File: src/rtl/hex_keypad_pkg.sv
// Shared definitions for the hex keypad emulator: FSM state encoding,
// key-code field positions and the contact bounce toggle period.
package hex_keypad_pkg;

  typedef enum logic [2:0] {
    ST_IDLE    = 3'd0,
    ST_PRESS   = 3'd1,
    ST_HOLD    = 3'd2,
    ST_RELEASE = 3'd3,
    ST_GAP     = 3'd4
  } state_t;

  // Key code layout: row in [3:2], column in [1:0]
  localparam int unsigned ROW_MSB = 3;
  localparam int unsigned ROW_LSB = 2;
  localparam int unsigned COL_MSB = 1;
  localparam int unsigned COL_LSB = 0;

  // Contact toggles every BOUNCE_PERIOD cycles while bouncing
  localparam int unsigned BOUNCE_PERIOD = 4;

endpackage

File: src/rtl/keypad_emu_fifo.sv
// Key-code queue for the keypad emulator: 4-bit entries, FIFO_DEPTH deep
// (power of two), wrap-bit pointers for full/empty detection.
module keypad_emu_fifo #(
  parameter int unsigned FIFO_DEPTH = 4
) (
  input  logic       clock,
  input  logic       reset_n,
  input  logic       i_push,
  input  logic [3:0] i_wr_data,
  input  logic       i_pop,
  output logic [3:0] o_rd_data,
  output logic       o_full,
  output logic       o_empty
);

  localparam int unsigned AW = $clog2(FIFO_DEPTH);
  localparam logic [AW:0] PTR_ONE = 1;

  logic [3:0]  r_mem [FIFO_DEPTH];
  logic [AW:0] r_wr_ptr;
  logic [AW:0] r_rd_ptr;
  logic        w_wr_en;
  logic        w_rd_en;

  assign o_empty   = (r_wr_ptr == r_rd_ptr);
  assign o_full    = (r_wr_ptr[AW] != r_rd_ptr[AW]) &&
                     (r_wr_ptr[AW-1:0] == r_rd_ptr[AW-1:0]);
  assign w_wr_en   = i_push && !o_full;
  assign w_rd_en   = i_pop && !o_empty;
  assign o_rd_data = r_mem[r_rd_ptr[AW-1:0]];

  // Pointer update; push and pop in the same cycle both take effect
  always_ff @(posedge clock) begin
    if (!reset_n) begin
      r_wr_ptr <= '0;
      r_rd_ptr <= '0;
    end else begin
      if (w_wr_en) r_wr_ptr <= r_wr_ptr + PTR_ONE;
      if (w_rd_en) r_rd_ptr <= r_rd_ptr + PTR_ONE;
    end
  end

  // Storage write, no reset needed on data
  always_ff @(posedge clock) begin
    if (w_wr_en) r_mem[r_wr_ptr[AW-1:0]] <= i_wr_data;
  end

endmodule

File: src/rtl/hex_keypad_emulator.sv
// Hex keypad emulator: plays queued key codes as contact closures on a
// 4x4 matrix driven by a scanner under test.
// Optional contact bounce in PRESS/RELEASE: define KEYPAD_EMU_BOUNCE_EN.
module hex_keypad_emulator
  import hex_keypad_pkg::*;
#(
  parameter int unsigned HOLD_CYCLES   = 1000,
  parameter int unsigned GAP_CYCLES    = 500,
  parameter int unsigned FIFO_DEPTH    = 4
`ifdef KEYPAD_EMU_BOUNCE_EN
  , parameter int unsigned BOUNCE_CYCLES = 16
`endif
) (
  input  logic       clock,
  input  logic       reset_n,
  input  logic [3:0] key_code,
  input  logic       key_valid,
  output logic       key_ready,
  input  logic [3:0] col_in,
  output logic [3:0] row_out,
  output logic       pressed,
  output logic [3:0] cur_code,
  output logic       busy,
  output logic       key_done
);

  localparam int unsigned MAX_HG  = (HOLD_CYCLES > GAP_CYCLES) ? HOLD_CYCLES : GAP_CYCLES;
`ifdef KEYPAD_EMU_BOUNCE_EN
  localparam int unsigned MAX_CYC = (MAX_HG > BOUNCE_CYCLES) ? MAX_HG : BOUNCE_CYCLES;
`else
  localparam int unsigned MAX_CYC = MAX_HG;
`endif
  localparam int unsigned CW = $clog2(MAX_CYC + 1);

  state_t          r_state, w_state_nxt;
  logic [CW-1:0]   r_cnt, w_cnt_nxt;
  logic            r_contact, w_contact_nxt;
  logic [3:0]      r_cur_code;
  logic            w_pop;
  logic            w_full;
  logic            w_empty;
  logic [3:0]      w_head;
  logic [3:0]      w_row;
  logic [CW-1:0]   w_cnt_inc;
`ifdef KEYPAD_EMU_BOUNCE_EN
  logic            w_inc_phase;
  logic            w_inc_last_b;
`endif

  keypad_emu_fifo #(
    .FIFO_DEPTH (FIFO_DEPTH)
  ) u_fifo (
    .clock     (clock),
    .reset_n   (reset_n),
    .i_push    (key_valid),
    .i_wr_data (key_code),
    .i_pop     (w_pop),
    .o_rd_data (w_head),
    .o_full    (w_full),
    .o_empty   (w_empty)
  );

  assign w_cnt_inc = r_cnt + CW'(1);
`ifdef KEYPAD_EMU_BOUNCE_EN
  // Contact level for the next bounce cycle is derived from the incremented
  // count so the registered flag lines up with that cycle; the last cycle is
  // forced to the settled level.
  assign w_inc_phase  = ((32'(w_cnt_inc) / BOUNCE_PERIOD) & 32'd1) != 32'd0;
  assign w_inc_last_b = (w_cnt_inc == CW'(BOUNCE_CYCLES - 1));
`endif

  // State, counter, contact flag and current code registers
  always_ff @(posedge clock) begin
    if (!reset_n) begin
      r_state    <= ST_IDLE;
      r_cnt      <= '0;
      r_contact  <= 1'b0;
      r_cur_code <= '0;
    end else begin
      r_state   <= w_state_nxt;
      r_cnt     <= w_cnt_nxt;
      r_contact <= w_contact_nxt;
      if (w_pop) r_cur_code <= w_head;
    end
  end

  // Next-state, counter and next contact level
  always_comb begin
    w_state_nxt   = r_state;
    w_cnt_nxt     = r_cnt;
    w_contact_nxt = r_contact;
    w_pop         = 1'b0;
    unique case (r_state)
      ST_IDLE: begin
        w_cnt_nxt     = '0;
        w_contact_nxt = 1'b0;
        if (!w_empty) begin
          w_pop         = 1'b1;
          w_contact_nxt = 1'b1;
`ifdef KEYPAD_EMU_BOUNCE_EN
          w_state_nxt   = ST_PRESS;
`else
          w_state_nxt   = ST_HOLD;
`endif
        end
      end
`ifdef KEYPAD_EMU_BOUNCE_EN
      ST_PRESS: begin
        if (r_cnt == CW'(BOUNCE_CYCLES - 1)) begin
          w_cnt_nxt     = '0;
          w_contact_nxt = 1'b1;
          w_state_nxt   = ST_HOLD;
        end else begin
          w_cnt_nxt     = w_cnt_inc;
          w_contact_nxt = w_inc_last_b ? 1'b1 : !w_inc_phase;
        end
      end
      ST_RELEASE: begin
        if (r_cnt == CW'(BOUNCE_CYCLES - 1)) begin
          w_cnt_nxt     = '0;
          w_contact_nxt = 1'b0;
          w_state_nxt   = ST_GAP;
        end else begin
          w_cnt_nxt     = w_cnt_inc;
          w_contact_nxt = w_inc_last_b ? 1'b0 : w_inc_phase;
        end
      end
`endif
      ST_HOLD: begin
        if (r_cnt == CW'(HOLD_CYCLES - 1)) begin
          w_cnt_nxt     = '0;
          w_contact_nxt = 1'b0;
`ifdef KEYPAD_EMU_BOUNCE_EN
          w_state_nxt   = ST_RELEASE;
`else
          w_state_nxt   = ST_GAP;
`endif
        end else begin
          w_cnt_nxt     = w_cnt_inc;
          w_contact_nxt = 1'b1;
        end
      end
      ST_GAP: begin
        w_contact_nxt = 1'b0;
        if (r_cnt == CW'(GAP_CYCLES - 1)) begin
          w_cnt_nxt   = '0;
          w_state_nxt = ST_IDLE;
        end else begin
          w_cnt_nxt   = w_cnt_inc;
        end
      end
      default: begin
        w_cnt_nxt     = '0;
        w_contact_nxt = 1'b0;
        w_state_nxt   = ST_IDLE;
      end
    endcase
  end

  // Matrix return path: only the key's own row/column, zero latency on col_in
  always_comb begin
    w_row = '0;
    if (r_contact && col_in[r_cur_code[COL_MSB:COL_LSB]])
      w_row[r_cur_code[ROW_MSB:ROW_LSB]] = 1'b1;
  end

  assign row_out   = w_row;
  assign pressed   = r_contact;
  assign cur_code  = r_cur_code;
  assign key_ready = !w_full;
  assign busy      = (r_state != ST_IDLE) || !w_empty;
  assign key_done  = (r_state == ST_GAP) && (r_cnt == CW'(GAP_CYCLES - 1));

endmodule

File: config.mk
export PLATFORM = sky130hd
export DESIGN_NAME = hex_keypad_emulator
export DESIGN_NICKNAME = d
export VERILOG_FILES = /design/src/rtl/hex_keypad_pkg.sv /design/src/rtl/keypad_emu_fifo.sv /design/src/rtl/hex_keypad_emulator.sv
export SDC_FILE = /design/constraint.sdc
export NUM_CORES = 1
export LEC_CHECK = 0
export CORE_ASPECT_RATIO = 0.5
export CORE_UTILIZATION = 40
export CTS_BUF_LIST = sky130_fd_sc_hd__clkbuf_8
export CTS_CLUSTER_SIZE = 8
export DETAILED_ROUTE_END_ITERATION = 6
export PLACE_DENSITY_LB_ADDON = 0.15
export SETUP_SLACK_MARGIN = 0.15
export SYNTH_ARGS = -nofsm -noshare
export SYNTH_HDL_FRONTEND = slang
export SYNTH_SLANG_ARGS = --single-unit
File: constraint.sdc
create_clock -name clock -period 4.15 [get_ports clock]
set_clock_uncertainty 0.15 [all_clocks]
set_input_delay 0.6225 -clock clock [delete_from_list [all_inputs] [get_ports clock]]
set_output_delay 0.6225 -clock clock [all_outputs]
set_load 0.01 [all_outputs]
Word-level counts from Yosys, hierarchy flattened
Memories as Yosys holds them, arrays and structs flattened. A register that Yosys moved wholly into a read port is not among the register bits.
Cells that the tools add are included.
{"block": "word_totals", "ram_bits": 16, "memories": 1, "input_bits": 11, "wordCells": 53, "register_bits": 20}
{"name": "u_fifo.r_mem", "words": 4, "width": 4, "rd": 1, "rd_ports_with_merged_regs": 1, "wr": 1, "line": "keypad_emu_fifo.sv:19", "source": "logic [3:0] r_mem [FIFO_DEPTH];"}
{"block": "op_classes", "reduce_logical": 13, "n_mux": 18, "n_lt_le_gt_ge": 3, "n_eq_ne": 10, "add_sub_neg": 3}
{"op": "$mux 10", "n": 2}
{"op": "$pmux 10 s2", "n": 1}
{"op": "$add 10x1->10 const B", "n": 1}
{"op": "$eq 10x10->1 const B", "n": 1}
{"op": "$eq 10x9->1 const B", "n": 1}
{"op": "$mux 3", "n": 3}
{"op": "$pmux 3 s3", "n": 1}
{"op": "$mux 1", "n": 7}
{"op": "$add 3x1->3 const B", "n": 2}
{"op": "$logic_and 1x1->1", "n": 6}
{"op": "$lt 2x3->1 const B", "n": 2}
{"op": "$ne 2x2->1 const B", "n": 3}
{"op": "$mux 4", "n": 1}
{"op": "$eq 3x2->1 const B", "n": 1}
{"op": "$eq 3x3->1", "n": 1}
{"op": "$eq 3x3->1 const B", "n": 1}
{"op": "$logic_not 1->1", "n": 3}
{"op": "$logic_not 3->1", "n": 1}
{"op": "$reduce_and 3->1", "n": 1}
{"op": "$reduce_bool 3->1", "n": 1}
{"op": "$bmux 1 s2", "n": 1}
{"op": "$demux 1 s2", "n": 1}
{"op": "$eq 2x2->1", "n": 1}
{"op": "$ge 2x1->1 const B", "n": 1}
{"op": "3 further kinds", "n": 3}

Logic depth before layout (Yosys ltp)
{"block": "logic_depth", "ltp_word": 6, "depth_mapped": 6}

Cells and area by module
A second synthesis with hierarchy kept.
{"block": "hier_totals", "cells_unflattened": 187, "area_unflattened_um2": 2004.4}
{"mod": "keypad_emu_fifo", "cells_each": 92, "instances": 1, "area_per_inst_um2": 1166.1}
{"mod": "hex_keypad_emulator", "cells_each": 95, "instances": 1, "area_per_inst_um2": 838.3}

Worst setup path after synthesis
OpenSTA, ideal clock, no wires.
{"block": "synth_timing", "path_kind": "input port to output port", "start": "input port col_in[3]", "end": "output port row_out[3]", "t_arrival_ns": 1.314, "required_time_ns": 3.377, "stages": 2, "slack_ns": 2.063, "n_path_buf": 0, "path_cell_list": "mux4_2 > and4_1"}
{"block": "synth_via", "elab_chain_cells": 4}
{"item": "start, declared", "line": "hex_keypad_emulator.sv:19", "source": "input logic [3:0] col_in,"}
{"item": "$bmux 1 s2", "line": "hex_keypad_emulator.sv:163", "source": "if (r_contact && col_in[r_cur_code[COL_MSB:COL_LSB]])"}
{"item": "$mux 1 (not written as such)", "line": "hex_keypad_emulator.sv:163"}
{"item": "$logic_and 1x1->1", "line": "hex_keypad_emulator.sv:163"}
{"item": "$mux 4", "line": "hex_keypad_emulator.sv:163"}
{"item": "end, declared", "line": "hex_keypad_emulator.sv:20", "source": "output logic [3:0] row_out,"}
No other way between the ends. The select of a mux whose other input is x is not followed.

Worst setup path in the final report
{"block": "layout_timing", "start": "input port col_in[2]", "end": "output port row_out[1]"}
The elaborated chain is that of the path after synthesis.

==> metrics.txt <==
maximum fanout count along the critical path=3; PortBufs=22; die width=98.3 um; Worst Setup End Kind=output pin; top cells by count, synth=dfxtp_1 (23), nor2_1 (19), edfxtp_1 (16), inv_1 (12), xnor2_1 (10); maximum number of pins on one net before global-route repair=13; synth-to-layout area growth=21.3%; total die area=0.00493 mm2; fin. max-slew vios=0; row count=17; count of hold buffers inserted by post-cts repair=0; Worst Reg2Reg Path Length in Cells=3; clk_lat worst skew=280 ps; CTS sink cnt=39; cells resized by post-CTS repair=0; I/O pins=23; final setup vio count=0; capture point of the critical path=row_out[1]; remaining global-route overflow=0; register clock-pin slew on the reported worst setup and hold paths=approximately 80 ps; Critical Path Start Type=primary input; Main synth FF type=dfxtp_1; antenna viol nets, final=0; share of the synthesized area in the top cell type=0.259; number of maximum-capacitance constraint violations=0; number of warnings issued by yosys=0; proportion of synthesized flip-flops having asynchronous set or reset=0; max_slew headroom=0.624; antenna violations before repair=0; DRT Pass-1 Iters=6; static leakage=0.802 nW; CTS tree=built; final critical-path required period=2950 ps; TritonCTS Buffers=5; number of different library cells in the post-synthesis netlist=35; cell at the root of the clock tree=clkbuf_8; Floorplan Core Area=0.00442 mm2; effective utilization at floorplan=0.419; post-CTS setup buffer count=0; terminus of the critical flop-to-flop path=u_fifo.r_mem[0][2]; dominant cell type by area after synthesis=edfxtp_1; post-detailed-routing wire length=roughly 3.0 mm; H-tree levels=2; area of the mapped netlist=0.00185 mm2; Detailed Place HPWL=about 2.1 mm; Initial DRC Count=47; via count of the first global-routing pass=1161; share of the yosys chip area belonging to registers=0.508; Post-synth EDFFs=16; main area contributors after synthesis=edfxtp_1 (26%), dfxtp_1 (25%), ha_1 (6.1%), mux4_2 (6.1%), xnor2_1 (4.7%); Die H=50.1 um; per-instance average area after synthesis=12.0 um2; diode insertion count for antenna repair=0; fin nets=199; cell count after synthesis=154; Data arrival, critical path=2170 ps; violated checks=DRC; DR vias/cell=4.90; Max VDD drop=approximately 0.00017 V; share of layout cells above drive strength 1=0.100; internal reg-to-reg setup slack=between 2000 and 2500 ps; Post-Syn Nets=174; Worst Tran Pin Value=565 ps; reg-to-reg critical path startpoint=u_fifo.r_rd_ptr[0]; Final period util=0.710; Critical Setup Path Class=in -> out; data required time at the worst endpoint=approximately 3400 ps; routed length per instance=around 13 um; final weighted congestion of routability-driven global placement=0.727; worst min path class=reg -> reg; count of endpoints failing hold in the final timing report=0; Clock Tree Buf Depth=2; post-synthesis register bit count=39; final hold slack=about 320 ps; Power per Cell Area=550 mW/mm2; total negative setup slack=0 ps; setup repair after global routing missed its margin=false; Critical Path Source=col_in[2]; vias after detailed routing=1162; status=finished, violations left; number of remaining DRC errors=3; leading cell type by number of instances after synthesis=dfxtp_1; highest clock rate=339 MHz; Total GRT Usage=0.142; first-pass GRT wire length=~5.2 mm
worst min-delay path by stage:
stage | startpoint | to | slack (ps) | depth (start not counted)
CTS | r_cnt[0] | r_cnt[0] | 320 | 1
global placement | r_cnt[0] | r_cnt[0] | 290 | 1
detailed placement | r_cnt[0] | r_cnt[0] | 300 | 1
floorplan | r_cnt[0] | r_cnt[0] | 280 | 1
global route | r_cnt[0] | r_cnt[0] | 340 | 1
finish | r_cnt[0] | r_cnt[0] | 320 | 1
report_power, final:
part,switching (W),leakage [nW],internal (W)
logic,0.000164,0.398,0.000198
clock network,0.000131,0.0695,0.000238
registers,0.0000578,0.334,0.000447
total,0.000353,0.802,0.000882
critical path: stages:
cell	delay (ps)
clkdlybuf4s50_1	450
mux4_2	240
nand2_1	80
nor3b_1	210
clkdlybuf4s50_1	560
cells in the final DEF, fill, tap and decap left out, types with 4 or more instances in the layout:
master,n
and2_1,4
clkbuf_8,5
clkdlybuf4s50_1,22
dfxtp_1,23
edfxtp_1,16
ha_1,9
inv_1,13
mux2i_1,6
mux4_2,5
nand2_1,4
nand3_1,5
nor2_1,19
xnor2_1,10
xor2_1,6
stage by stage:
stage / power (W) / setup WS [ps] / utilization / cell area [um2] / instances
3_5_place_dp: 0.000879 / 1200 / 0.478 / 2110 / 229
3_3_place_gp: 0.000874 / 1200 / 0.478 / 2110 / 229
4_1_cts: 0.00125 / 1200 / 0.508 / 2250 / 237
5_1_grt: 0.00131 / 1020 / 0.508 / 2250 / 237
2_1_floorplan: 0.000763 / 2060 / - / 1850 / 154
6_report: 0.00124 / 1200 / 0.508 / 2250 / 237
kinds of logic (layout without fill, tap and decap cells):
| family | after synthesis | in the layout | synth area share |
|---|---|---|---|
| AO/OA/AOI/OAI | 13 | 13 | 0.0702 |
| flip-flops | 39 | 39 | 0.508 |
| multiplexers | 11 | 11 | 0.0932 |
| XOR/XNOR | 16 | 16 | 0.0756 |
| buffers and inverters | 16 | 42 | 0.0405 |
| AND/OR/NAND/NOR | 50 | 50 | 0.152 |
| adder cells (fa/ha/maj) | 9 | 9 | 0.0608 |
final cells by class:
type	instances	area, um2
fill	404	2180
sequential	39	941
multi-input combinational	99	837
timing repair buffer	22	220
tap	57	71.3
clock buffer	5	68.8
clock inverter	3	63.8
inverter	12	45.0
sequential cells by signal, summed over array words and instances (netlist names):
| name | count |
|---|---|
| cur_code | 4 |
| r_cnt | 10 |
| u_fifo.r_rd_ptr | 3 |
| u_fifo.r_mem | 16 |
| pressed | 1 |
| r_state | 2 |
| u_fifo.r_wr_ptr | 3 |
layer usage:
layer	part of all wire	up-vias	global-route usage
li1	-	596	-
met1	0.48	545	0.163
met2	0.46	19	0.251
met3	0.052	2	0.0571
met4	0.0056	0	0.0373
met5	0	-	0
Note: power is estimated with default switching activity, not from simulation.
